## src/rtl/arb_requester_if.sv

```systemverilog
// Handshake bundle between a local unit, one arbiter request/grant pair and the shared bus.
// The master modport is the requester agent; the slave modport is everything around it.
interface arb_requester_if #(
  parameter int DATA_WIDTH = 32,
  parameter int FIFO_DEPTH = 4
);
  localparam int COUNT_WIDTH = $clog2(FIFO_DEPTH) + 1;

  logic                   in_push_valid;
  logic [DATA_WIDTH-1:0]  in_push_data;
  logic                   out_push_ready;
  logic                   out_request;
  logic                   in_grant;
  logic                   out_bus_valid;
  logic [DATA_WIDTH-1:0]  out_bus_data;
  logic                   in_bus_ready;
  logic [COUNT_WIDTH-1:0] out_fifo_count;
  logic                   out_timeout;

  modport master (
    input  in_push_valid, in_push_data, in_grant, in_bus_ready,
    output out_push_ready, out_request, out_bus_valid, out_bus_data,
           out_fifo_count, out_timeout
  );

  modport slave (
    output in_push_valid, in_push_data, in_grant, in_bus_ready,
    input  out_push_ready, out_request, out_bus_valid, out_bus_data,
           out_fifo_count, out_timeout
  );
endinterface

```

## src/rtl/arb_requester.sv

```systemverilog
// Requester agent for one round-robin arbiter port: FIFO-buffered words, request/grant FSM, burst limit.
// Optional grant-starvation watchdog enabled by defining ARB_REQ_WATCHDOG_EN.
module arb_requester #(
  parameter int DATA_WIDTH = 32,
  parameter int FIFO_DEPTH = 4,
  parameter int MAX_BURST  = 8
) (
  input  logic           in_clk,
  input  logic           in_reset,
  arb_requester_if.master port
);
  localparam int PTR_WIDTH   = $clog2(FIFO_DEPTH);
  localparam int COUNT_WIDTH = PTR_WIDTH + 1;
  localparam logic [COUNT_WIDTH-1:0] FULL_COUNT = COUNT_WIDTH'(FIFO_DEPTH);
  localparam logic [7:0]             BURST_LAST = 8'(MAX_BURST - 1);

  typedef enum logic [1:0] {
    IDLE    = 2'd0,
    REQ     = 2'd1,
    XFER    = 2'd2,
    RELEASE = 2'd3
  } state_t;

  state_t                 state, state_next;
  logic [DATA_WIDTH-1:0]  mem [FIFO_DEPTH];
  logic [PTR_WIDTH-1:0]   wr_ptr, rd_ptr;
  logic [COUNT_WIDTH-1:0] count;
  logic [7:0]             burst_cnt;
  logic                   push_fire, pop_fire, bus_valid, request;

  // Full refuses a push even when a pop frees a slot in the same cycle.
  assign push_fire = port.in_push_valid && (count != FULL_COUNT);
  assign pop_fire  = bus_valid && port.in_bus_ready;

  always_ff @(posedge in_clk or posedge in_reset) begin
    // NOTE: state registers use non-blocking assignments so every flop samples pre-edge values.
    if (in_reset) begin
      state     <= IDLE;
      wr_ptr    <= '0;
      rd_ptr    <= '0;
      count     <= '0;
      burst_cnt <= '0;
    end else begin
      state <= state_next;
      if (push_fire) wr_ptr <= wr_ptr + PTR_WIDTH'(1);
      if (pop_fire)  rd_ptr <= rd_ptr + PTR_WIDTH'(1);
      case ({push_fire, pop_fire})
        2'b10:   count <= count + COUNT_WIDTH'(1);
        2'b01:   count <= count - COUNT_WIDTH'(1);
        default: count <= count;
      endcase
      if (state == REQ && port.in_grant) burst_cnt <= '0;
      else if (pop_fire)                 burst_cnt <= burst_cnt + 8'd1;
    end
  end

  // NOTE: storage has no reset; occupancy is tracked by the pointers and count, which are reset.
  always_ff @(posedge in_clk) begin
    if (push_fire) mem[wr_ptr] <= port.in_push_data;
  end

  always_comb begin
    // NOTE: every output of this block gets a default first so no path can infer a latch.
    state_next = state;
    request    = 1'b0;
    bus_valid  = 1'b0;
    case (state)
      IDLE: begin
        if (count != '0) state_next = REQ;
      end
      REQ: begin
        request = 1'b1;
        if (port.in_grant) state_next = XFER;
      end
      XFER: begin
        request   = 1'b1;
        bus_valid = port.in_grant && (count != '0);
        if (!port.in_grant) begin
          state_next = RELEASE;
        end else if (bus_valid && port.in_bus_ready &&
                     ((count == COUNT_WIDTH'(1) && !push_fire) || burst_cnt == BURST_LAST)) begin
          state_next = RELEASE;
        end
      end
      RELEASE: begin
        state_next = IDLE;
      end
      default: state_next = IDLE;
    endcase
  end

  assign port.out_request    = request;
  assign port.out_bus_valid  = bus_valid;
  assign port.out_bus_data   = mem[rd_ptr];
  assign port.out_push_ready = (count != FULL_COUNT);
  assign port.out_fifo_count = count;

`ifdef ARB_REQ_WATCHDOG_EN
  logic [7:0] wd_cnt;
  logic       timeout_q;

  // Flag rises on the edge that completes the 255th ungranted REQ cycle.
  always_ff @(posedge in_clk or posedge in_reset) begin
    if (in_reset) begin
      wd_cnt    <= '0;
      timeout_q <= 1'b0;
    end else if (state == REQ && !port.in_grant) begin
      if (wd_cnt != 8'hFF) wd_cnt <= wd_cnt + 8'd1;
      if (wd_cnt == 8'hFE) timeout_q <= 1'b1;
    end else begin
      wd_cnt <= '0;
    end
  end

  assign port.out_timeout = timeout_q;
`else
  assign port.out_timeout = 1'b0;
`endif
endmodule

```

## src/flat_wrapper.sv

```systemverilog
// flat-port wrapper written by rule: the top's interface ports become plain ports
module arb_requester_flat 
#(
  parameter int DATA_WIDTH = 32,
  parameter int FIFO_DEPTH = 4,
  parameter int MAX_BURST  = 8
)
  (in_clk, in_reset, port_in_push_valid, port_in_push_data, port_in_grant, port_in_bus_ready, port_out_push_ready, port_out_request, port_out_bus_valid, port_out_bus_data, port_out_fifo_count, port_out_timeout);
  arb_requester_if #(.DATA_WIDTH(DATA_WIDTH), .FIFO_DEPTH(FIFO_DEPTH)) port_i ();
  input  logic in_clk;
  input  logic in_reset;
  input wire logic [$bits(port_i.in_push_valid)-1:0] port_in_push_valid;
  input wire logic [$bits(port_i.in_push_data)-1:0] port_in_push_data;
  input wire logic [$bits(port_i.in_grant)-1:0] port_in_grant;
  input wire logic [$bits(port_i.in_bus_ready)-1:0] port_in_bus_ready;
  output wire logic [$bits(port_i.out_push_ready)-1:0] port_out_push_ready;
  output wire logic [$bits(port_i.out_request)-1:0] port_out_request;
  output wire logic [$bits(port_i.out_bus_valid)-1:0] port_out_bus_valid;
  output wire logic [$bits(port_i.out_bus_data)-1:0] port_out_bus_data;
  output wire logic [$bits(port_i.out_fifo_count)-1:0] port_out_fifo_count;
  output wire logic [$bits(port_i.out_timeout)-1:0] port_out_timeout;
  assign port_i.in_push_valid = port_in_push_valid;
  assign port_i.in_push_data = port_in_push_data;
  assign port_i.in_grant = port_in_grant;
  assign port_i.in_bus_ready = port_in_bus_ready;
  assign port_out_push_ready = port_i.out_push_ready;
  assign port_out_request = port_i.out_request;
  assign port_out_bus_valid = port_i.out_bus_valid;
  assign port_out_bus_data = port_i.out_bus_data;
  assign port_out_fifo_count = port_i.out_fifo_count;
  assign port_out_timeout = port_i.out_timeout;
  arb_requester #(.DATA_WIDTH(DATA_WIDTH), .FIFO_DEPTH(FIFO_DEPTH), .MAX_BURST(MAX_BURST)) u_core (.in_clk(in_clk), .in_reset(in_reset), .port(port_i));
endmodule
```

## config.mk

```make
export PLATFORM = sky130hd
export DESIGN_NAME = arb_requester_flat
export DESIGN_NICKNAME = d
export VERILOG_FILES = /design/src/rtl/arb_requester_if.sv /design/src/rtl/arb_requester.sv /design/src/flat_wrapper.sv
export SDC_FILE = /design/constraint.sdc
export NUM_CORES = 1
export LEC_CHECK = 0
export CORE_MARGIN = 2
export CORE_UTILIZATION = 52
export CTS_BUF_LIST = sky130_fd_sc_hd__clkbuf_8
export DETAILED_ROUTE_END_ITERATION = 10
export GPL_TIMING_DRIVEN = 0
export PLACE_DENSITY_LB_ADDON = 0.1
export SLEW_MARGIN = 20
export SYNTH_ARGS = -nofsm -noshare
export SYNTH_HDL_FRONTEND = slang
export SYNTH_SLANG_ARGS = --single-unit
```

## constraint.sdc

```tcl
create_clock -name in_clk -period 2.5 [get_ports in_clk]
set_clock_uncertainty 0.1 [all_clocks]
set_input_delay 0.5 -clock in_clk [delete_from_list [all_inputs] [get_ports in_clk]]
set_output_delay 0.5 -clock in_clk [all_outputs]
set_load 0.02 [all_outputs]
```

---- Word-level counts from Yosys, hierarchy flattened ----
Memories as Yosys holds them, arrays and structs flattened.
Index checks and enable logic that the tools add are counted.
cells by class
  bitwise operators ....................... 0
  $add $sub $neg .......................... 5
  multipliers ............................. 0
  multiplexer cells ....................... 12
  shifts and indexed selects .............. 0
  reduce and logical (&&, ||, !) cells .... 15
  divide/modulo/power cells ............... 0
  $lt $le $gt $ge ......................... 0
  eq/ne operators ......................... 11
operators with widths
  cell                                                                    number
  8-bit two-way mux                                                       2
  8-bit by 1-bit adder with 8-bit output (second input constant)          1
  8-bit by 3-bit equality test with 1-bit output (second input constant)  1
  2-bit two-way mux                                                       4
  2-bit case mux with 4 select lines                                      1
  1-bit logical AND                                                       7
  2-bit equality test (second input constant)                             3
  3-bit case mux with 2 select lines                                      1
  2-bit by 1-bit adder with 2-bit output (second input constant)          2
  2-bit by 1-bit equality test with 1-bit output (second input constant)  2
  1-bit two-way mux                                                       4
  2-bit nonzero test                                                      2
  3-bit by 1-bit adder with 3-bit output (second input constant)          1
  3-bit by 1-bit equality test with 1-bit output (second input constant)  1
  3-bit by 2-bit != test with 1-bit output (second input constant)        1
  3-bit != test (second input constant)                                   1
  3-bit AND reduction                                                     1
  3-bit nonzero test                                                      1
  3-bit by 1-bit subtractor with 3-bit output (second input constant)     1
  2-bit logical NOT                                                       1
  2-bit by 1-bit != test with 1-bit output (second input constant)        1
  2-bit != test (second input constant)                                   1
  2-bit OR reduction                                                      1
  1-bit logical NOT                                                       1
  1-bit logical OR                                                        1
storage, ports and cells
  register bits ........................... 17
  output and inout port bits .............. 39
  bits of input ports ..................... 37
  logic and storage cells ................. 49
  latch bits .............................. 0
  ROM bits ................................ 0
  bits in writable memories ............... 128
  memories ................................ 1
memories
  name        words  bits a word  read ports  clocked after memory_dff  write ports  line                 RTL
  u_core.mem  4      32           1           0                         1            arb_requester.sv:25  logic [DATA_WIDTH-1:0] mem [FIFO_DEPTH];

---- Longest topological paths before layout ----
Gate-level depths: netlist of run 1.
  depth in word-level cells ............... 9
  mapped depth ............................ 9
  depth with buffers taken out ............ 9

---- Worst setup path after synthesis of run 1 ----
No wires, ideal clock.
  kind .................................... register to register
  from .................................... reg u_core.count[0] (netlist: u_core.port.out_fifo_count[0])
  to ...................................... mem u_core.mem[0][0], enable pin
  library setup time ...................... 0.392 ns
  setup slack ............................. 0.077 ns
  clock period less this slack ............ 2.423 ns
  required time ........................... 2.008 ns
  buffers on the path ..................... 0
  data arrival time ....................... 1.931 ns
  cell stages (with the launch flop) ...... 5
  cells stage by stage .................... dfrtp_1 -> inv_1 -> ha_1 -> nand2_1 -> and3_1
on the way
  longest elaborated chain between the ends .. 4
RTL lines
  what                                     line                 RTL
  start, declared                          arb_requester.sv:27  logic [COUNT_WIDTH-1:0] count;
  start signal, assigned                   arb_requester.sv:48  2'b10: count <= count + COUNT_WIDTH'(1);
  start signal, assigned                   arb_requester.sv:49  2'b01: count <= count - COUNT_WIDTH'(1);
  start signal, assigned                   arb_requester.sv:50  default: count <= count;
  3-bit != test                            --
  named net port_out_push_ready            flat_wrapper.sv:16   output wire logic [$bits(port_i.out_push_ready)-1:0] port_out_push_ready;
  1-bit logical AND                        arb_requester.sv:32  assign push_fire = port.in_push_valid && (count != FULL_COUNT);
  1-bit two-way mux                        arb_requester.sv:59  if (push_fire) mem[wr_ptr] <= port.in_push_data;
  1-bit two-way mux (implied by the code)  arb_requester.sv:59
  end, declared                            arb_requester.sv:25
The timed path passes the listed nets, and every way through them passes these cells.

---- Final worst setup path of run 1 ----
  from .................................... reg u_core.rd_ptr[0]
  to ...................................... out port_out_bus_data[13]
on the way
  longest elaborated chain between the ends .. 1
RTL lines
  what                    line                 RTL
  start, declared         arb_requester.sv:26  logic [PTR_WIDTH-1:0] wr_ptr, rd_ptr;
  start signal, assigned  arb_requester.sv:46  if (pop_fire) rd_ptr <= rd_ptr + PTR_WIDTH'(1);
  memory read 4 x 32 bit  --
  end, declared           flat_wrapper.sv:19   output wire logic [$bits(port_i.out_bus_data)-1:0] port_out_bus_data;
No other way between the ends.

==> results.json, run 1 <==
{
  "max_clock_freq_mhz": 412,
  "maxSlewViolCount": 0,
  "worstMarginPinSlew_ns": 0.656,
  "numPlacedInstances": 495,
  "critical_path_arrival_ns": 1.83,
  "place.gp.congestion": 0.740,
  "post_synth_instance_area_sq_um": 5650,
  "insertedDiodeCount": 0,
  "hpwlAfterDp_um": 6000,
  "detailedPlace.worstSlack_ns": -0.424,
  "post-route-min-period_ns": 2.43,
  "rsz_0062_raised_after_global_routing": "yes",
  "tritoncts": "built",
  "drt_pre_antenna_iters": 4,
  "final_layout_net_count": 429,
  "regToRegSetupSlack_ns": 0.29,
  "detailedRoute.firstIterationViolations": 148,
  "dpl-instance-area_sq_um": 6670,
  "grt_first_pass_wirelength_um": 14600,
  "leakagePower_nw": 2.54,
  "antenna_violating_nets_post_route": 0,
  "power.total_mw": 8.23,
  "via_count": 2828,
  "die_y_um": 108,
  "finalSetupViolations": 0,
  "grt_pass1_vias": 2832,
  "core_area_sq_um": 10700,
  "whs_ns": 0.357,
  "route.detailed.drc": 0,
  "synth_cell_type_count": 30,
  "worst_setup_hold_path_clk_slew_ns": 0.07,
  "cts.path.max_buffers": 2,
  "grt_antenna_before_repair": 0,
  "cts_root_buf": "sky130_fd_sc_hd__clkbuf_8",
  "holdBufCountCts": 0,
  "ios": 76,
  "critical_path_maximum_fanout": 10,
  "netlist_instances": 277,
  "syn_area_per_cell_sq_um": 20.4,
  "rr_worst_depth": 9,
  "multi_input_area_sq_um": 1300,
  "worst_hold_path_type": "in2async",
  "synth-warning-count": 0,
  "grt.overflow.total": 0,
  "timing.rr.start": "u_core.state[0]",
  "filler_cell_count": 755,
  "global_route.usage.total_pct": 17.5,
  "number_of_buffers_added_by_the_clock_tree_synthesis_step": 17,
  "area.sequential_sq_um": 4270,
  "post_route_cells_drive_above_1_share_pct": 29.7,
  "power.ir.vdd_worst_uv": 623,
  "final-hold-violation-count": 0,
  "cp.required_ns": 1.90,
  "placementRows": 38,
  "initial_core_util_pct": 52.8,
  "outcome": "finished clean",
  "grt_max_degree": 26,
  "r2r-end": "u_core.port.out_fifo_count[2]",
  "max_slew_margin_pct": 56.2,
  "ys_ff_latch": 145,
  "worst_setup_path_end_kind": "output port",
  "maxCapViolCount": 0,
  "fp.dieW_um": 108,
  "numPortBuffers": 74,
  "via_per_inst": 5.34,
  "areaGrowthSynthToFinish_pct": 25.0,
  "cts_num_sinks": 145,
  "crit_type": "reg2out",
  "p_per_area_nw_per_um2": 1170,
  "cts.htree.levels": 4,
  "route.final.wire_length_um": 9510,
  "fin_ws_ns": 0.0715,
  "clock_latency_ns": 0.43,
  "yosysSeqAreaShare_pct": 75.6,
  "finished_layout_cell_area_sq_um": 7060,
  "synth_nets": 328,
  "routedWlPerCell_um": 17.9,
  "die-area_sq_um": 11700,
  "final_cell_count_no_fill": 530,
  "worst_setup_sp_type": "flop",
  "period_share_pct": 97.1
}
-- synth_stat cells --
library cell,number,area [sq um]
sky130_fd_sc_hd__a211oi_2,1,12.5
sky130_fd_sc_hd__a21oi_1,7,35.0
sky130_fd_sc_hd__a22o_1,1,8.76
sky130_fd_sc_hd__and2_1,3,18.8
sky130_fd_sc_hd__and3_1,5,31.3
sky130_fd_sc_hd__buf_1,1,3.75
sky130_fd_sc_hd__buf_2,3,15.0
sky130_fd_sc_hd__buf_4,1,7.51
sky130_fd_sc_hd__clkbuf_1,5,18.8
sky130_fd_sc_hd__conb_1,1,3.75
sky130_fd_sc_hd__dfrtp_1,17,425
sky130_fd_sc_hd__edfxtp_1,128,3840
sky130_fd_sc_hd__ha_1,14,175
sky130_fd_sc_hd__inv_1,11,41.3
sky130_fd_sc_hd__mux2_1,1,11.3
sky130_fd_sc_hd__mux2i_1,2,20.0
sky130_fd_sc_hd__mux4_2,32,721
sky130_fd_sc_hd__nand2_1,9,33.8
sky130_fd_sc_hd__nand2b_1,1,6.26
sky130_fd_sc_hd__nand3_1,2,10.0
sky130_fd_sc_hd__nand4_1,3,18.8
sky130_fd_sc_hd__nor2_1,7,26.3
sky130_fd_sc_hd__nor2b_1,1,6.26
sky130_fd_sc_hd__o21ai_0,4,20.0
sky130_fd_sc_hd__o31ai_1,2,15.0
sky130_fd_sc_hd__or3_1,2,12.5
sky130_fd_sc_hd__or3_2,1,7.51
sky130_fd_sc_hd__or4_1,3,22.5
sky130_fd_sc_hd__xnor2_1,7,61.3
sky130_fd_sc_hd__xor2_1,2,17.5
-- placed cells by master, fill, tap and decap left out, types with 2 or more instances in the layout --
cell type                         Yosys  final
sky130_fd_sc_hd__edfxtp_1           128    128
sky130_fd_sc_hd__clkdlybuf4s50_1      0     40
sky130_fd_sc_hd__mux4_2              32     32
sky130_fd_sc_hd__buf_2                3     28
sky130_fd_sc_hd__clkbuf_8             0     18
sky130_fd_sc_hd__dfrtp_1             17     15
sky130_fd_sc_hd__ha_1                14     14
sky130_fd_sc_hd__inv_1               11     13
sky130_fd_sc_hd__nand2_1              9      9
sky130_fd_sc_hd__a21oi_1              7      7
sky130_fd_sc_hd__nor2_1               7      7
sky130_fd_sc_hd__xnor2_1              7      7
sky130_fd_sc_hd__buf_12               0      7
sky130_fd_sc_hd__buf_4                1      5
sky130_fd_sc_hd__o21ai_0              4      4
sky130_fd_sc_hd__and3_2               0      4
sky130_fd_sc_hd__bufinv_16            0      4
sky130_fd_sc_hd__and2_1               3      3
sky130_fd_sc_hd__or4_1                3      3
sky130_fd_sc_hd__nand4_1              3      3
sky130_fd_sc_hd__clkinv_2             0      3
sky130_fd_sc_hd__buf_16               0      3
sky130_fd_sc_hd__clkbuf_2             0      3
sky130_fd_sc_hd__nand3_1              2      2
sky130_fd_sc_hd__o31ai_1              2      2
sky130_fd_sc_hd__or3_1                2      2
sky130_fd_sc_hd__mux2i_1              2      2
sky130_fd_sc_hd__xor2_1               2      2
sky130_fd_sc_hd__clkbuf_4             0      2
sky130_fd_sc_hd__clkinvlp_4           0      2
sky130_fd_sc_hd__clkinv_1             0      2
sky130_fd_sc_hd__dlygate4sd2_1        0      2
sky130_fd_sc_hd__dfrtp_2              0      2
-- metal layers --
metal	track usage (%)	routed length, um	share of wire (%)	up-vias
li1	-	-	-	1304
met1	21.4	3880	41	1439
met2	29.3	5010	53	67
met3	5.49	464	4.9	18
met4	7.14	154	1.6	0
met5	0	0	0	-
-- worst max-delay path, stage by stage (launching register included) --
cell and delay [ns]:
sky130_fd_sc_hd__dfrtp_2 0.43, sky130_fd_sc_hd__buf_12 0.13, sky130_fd_sc_hd__buf_12 0.14, sky130_fd_sc_hd__mux4_2 0.51, sky130_fd_sc_hd__buf_2 0.18
-- cells by family after synthesis --
logic type | after synthesis | share of synthesized area (%)
AO/OA/AOI/OAI | 15 | 1.62
AND/OR/NAND/NOR | 37 | 3.43
flip-flops | 145 | 75.6
buffers and inverters | 21 | 1.53
other | 1 | 0.0664
adder cells (fa/ha/maj) | 14 | 3.10
multiplexers | 35 | 13.3
XOR/XNOR | 9 | 1.40
-- how the worst max path moves through the flow --
| stage | from | end |
|---|---|---|
| final | u_core.rd_ptr[0] | port_out_bus_data[13] |
| after global routing | u_core.rd_ptr[0] | port_out_bus_data[13] |
| after CTS | u_core.rd_ptr[0] | port_out_bus_data[7] |
| after detailed placement | u_core.rd_ptr[0] | port_out_bus_data[7] |
| after global placement | port_in_push_valid | u_core.mem[0][29] |
| after floorplan | u_core.port.out_fifo_count[0] | u_core.mem[0][0] |
-- metrics by stage --
stage / TNS, ns / utilization [%]
2_1_floorplan: 0 / -
3_3_place_gp: -70.73 / 61.4
3_5_place_dp: -11.24 / 62.3
4_1_cts: -0.0104 / 66.4
5_1_grt: -0.00508 / 66.0
6_report: 0 / 66.0
-- sequential cells by signal (all words and copies together), names as in the netlist --
name	cells
u_core.rd_ptr	2
u_core.mem	128
u_core.wr_ptr	2
u_core.state	2
u_core.burst_cnt	8
u_core.port.out_fifo_count	3
-- cell type report --
class                      count  area share, %
timing repair buffer          84           10.8
clock inverter                14           2.46
buffer                         8           1.42
inverter                      11          0.585
multi-input combinational    111           18.4
clock buffer                  17           3.31
tap                          140           2.48
sequential                   145           60.5
-- report_power, final --
part	total (mW)	switching (mW)	internal, mW
logic	3.00	1.57	1.43
registers	3.36	0.177	3.18
clock network	1.87	0.812	1.06
-- what timing repair did --
| action | in CTS | in global routing |
|---|---|---|
| buffers inserted | 4 | 1 |
| cloned | 1 | 0 |
| resized for setup | 136 | 14 |
| setup endpoints to repair | 34 | 13 |
Note: power is estimated with default switching activity, not from simulation.
==> run 2: changes to the inputs <==
--- a/config.mk
+++ b/config.mk
@@ -5,6 +5,7 @@
 export SDC_FILE = /design/constraint.sdc
 export NUM_CORES = 1
 export LEC_CHECK = 0
+export CORE_ASPECT_RATIO = 0.9
 export CORE_MARGIN = 2
 export CORE_UTILIZATION = 52
 export CTS_BUF_LIST = sky130_fd_sc_hd__clkbuf_8
==> run 2 against run 1 <==
Net effect: first-iteration DRC count increased by 41%; cell count decreased by 0.75%; total power decreased by 0.77%; sequential share of layout area about the same; final area about the same; via count decreased by 1.1%; worst hold slack improved by 0.014 ns; clock-buffer cell count unchanged; non-clock buffer count increased by 2; flip-flop and latch count unchanged; largest power group unchanged; highest routed layer unchanged.
==> results.json, run 2 (synthesis gave the netlist of run 1 again) <==
{
  "maxSlewViolCount": 0,
  "via_count": 2798,
  "die_y_um": 103,
  "netSwitchingFraction_pct": 31.8,
  "power.total_mw": 8.17,
  "leakagePower_nw": 2.54,
  "combinationalPowerShare_pct": 38.5,
  "worst_setup_hold_path_clk_slew_ns": 0.07,
  "number_of_buffers_added_by_the_clock_tree_synthesis_step": 17,
  "insertedDiodeCount": 0,
  "layout.cells.most_common_list": "sky130_fd_sc_hd__edfxtp_1, sky130_fd_sc_hd__clkdlybuf4s50_1, sky130_fd_sc_hd__mux4_2, sky130_fd_sc_hd__buf_2, sky130_fd_sc_hd__clkbuf_8",
  "regToRegSetupSlack_ns": 0.30,
  "cp.required_ns": 1.90,
  "detailedPlace.worstSlack_ns": -0.373,
  "grt_pass1_vias": 2877,
  "cts.htree.levels": 4,
  "final_cell_count_no_fill": 526,
  "area.sequential_sq_um": 4270,
  "worstMarginPinSlew_ns": 0.657,
  "multi_input_area_sq_um": 1300,
  "crit_type": "reg2out",
  "tritoncts": "built",
  "max_slew_margin_pct": 56.1,
  "fin_tns_setup_ns": 0,
  "switching_power_mw": 2.59,
  "via_per_inst": 5.32,
  "clock_power_share_pct": 20.4,
  "maxCapViolCount": 0,
  "largest_register_ffs": 128,
  "finalSetupViolations": 0,
  "global_route.usage.total_pct": 17.7,
  "timing.critical_path.slowest_stage_cell": "sky130_fd_sc_hd__mux4_2",
  "hpwlAfterDp_um": 6240,
  "cp_slowest_stage_delay_ns": 0.50,
  "final_layout_net_count": 431,
  "power.ir.vdd_worst_uv": 634,
  "final_core_util_pct": 65.9,
  "ios": 76,
  "initial_core_util_pct": 52.7,
  "numPortBuffers": 74,
  "numPlacedInstances": 488,
  "critical_path_arrival_ns": 1.84,
  "cts_num_sinks": 145,
  "grt.overflow.total": 0,
  "clock_latency_ns": 0.42,
  "cell_internal_pwr_mw": 5.57,
  "timing.rr.start": "u_core.state[0]",
  "path_cells": "buf_6, buf_6, clkbuf_16, mux4_2, buf_6",
  "final_common_cell": "sky130_fd_sc_hd__edfxtp_1",
  "period_share_pct": 97.8,
  "worst_setup_sp_type": "flop",
  "largest_register": "u_core.mem",
  "holdBufCountCts": 0,
  "routedWlPerCell_um": 18.6,
  "place.gp.congestion": 0.719,
  "route.final.wire_length_um": 9770,
  "critical_path_maximum_fanout": 5,
  "r2r-end": "u_core.port.out_fifo_count[2]",
  "power.sequential.fraction_pct": 41.1,
  "worst_path_most_repeated_cell": "sky130_fd_sc_hd__buf_6",
  "finished_layout_cell_area_sq_um": 7070,
  "dpl-instance-area_sq_um": 6660,
  "fp.dieW_um": 114,
  "core_area_sq_um": 10700,
  "filler_cell_count": 760,
  "cts_root_buf": "sky130_fd_sc_hd__clkbuf_8",
  "whs_ns": 0.370,
  "grt_first_pass_wirelength_um": 14800,
  "drt_pre_antenna_iters": 4,
  "grt_antenna_before_repair": 0,
  "final-hold-violation-count": 0,
  "grt_max_degree": 28,
  "p_per_area_nw_per_um2": 1160,
  "fin_ws_ns": 0.0554,
  "worst_setup_path_end_kind": "output port",
  "placementRows": 36,
  "post-route-min-period_ns": 2.44,
  "worst_hold_path_type": "in2async",
  "areaGrowthSynthToFinish_pct": 25.1,
  "detailedRoute.firstIterationViolations": 209,
  "rsz_0062_raised_after_global_routing": "yes",
  "post_route_cells_drive_above_1_share_pct": 29.8,
  "die-area_sq_um": 11700,
  "max_clock_freq_mhz": 409,
  "antenna_violating_nets_post_route": 0,
  "route.detailed.drc": 0,
  "outcome": "finished clean",
  "rr_worst_depth": 9,
  "cts.path.max_buffers": 2
}
[run 2: cell count changes in the layout (fill, tap and decap cells not counted), sizes merged]
cell,delta
buf,+2
bufinv,-2
clkbuf,-1
clkinv,+1
clkinvlp,+1
dlygate4sd2,+1
inv,+1
[run 2: how the worst max path moves through the flow]
stage                                  startpoint                     to  slack, ns
floorplan           u_core.port.out_fifo_count[0]       u_core.mem[0][0]       0.08
global placement               port_in_push_valid      u_core.mem[1][10]      -0.48
detailed placement               u_core.rd_ptr[0]  port_out_bus_data[20]      -0.37
CTS                              u_core.rd_ptr[0]  port_out_bus_data[20]      -0.03
global route                     u_core.rd_ptr[0]  port_out_bus_data[18]      -0.04
finish                           u_core.rd_ptr[0]  port_out_bus_data[17]       0.06
[run 2: worst max-delay path, delay by kind of cell, from the launching register on]
family | cells | cell delay [ns]
flops | 1 | 0.39
mux | 1 | 0.50
buf+inv | 4 | 0.53
[run 2: power groups by stage]
stage	sequential, mW	clock (mW)	combinational [mW]
finish	3.36	1.67	3.14
global placement	3.38	0	3.00
detailed placement	3.39	0	3.14
global route	3.40	1.80	3.38
floorplan	3.38	0	1.87
CTS	3.36	1.71	3.05
[run 2: layer usage]
layer	global-route usage (%)	vias up	wire, um
met1	22.9	1419	4270
met4	6.19	0	31
met3	5.76	2	523
li1	-	1305	-
met2	28.7	72	4950
met5	0	-	0
[run 2: layout make-up]
type	count	share of cell area (%)
buffer	8	1.42
timing repair buffer	86	11.7
multi-input combinational	111	18.4
tap	133	2.35
inverter	11	0.584
clock buffer	17	3.31
sequential	145	60.5
clock inverter	15	1.82
[run 2: timing repair]
item | CTS | global route
pin swaps | 0 | 0
cloned | 0 | 1
gates resized for setup | 137 | 35
setup endpoints to repair | 34 | 19
setup buffers | 6 | 1
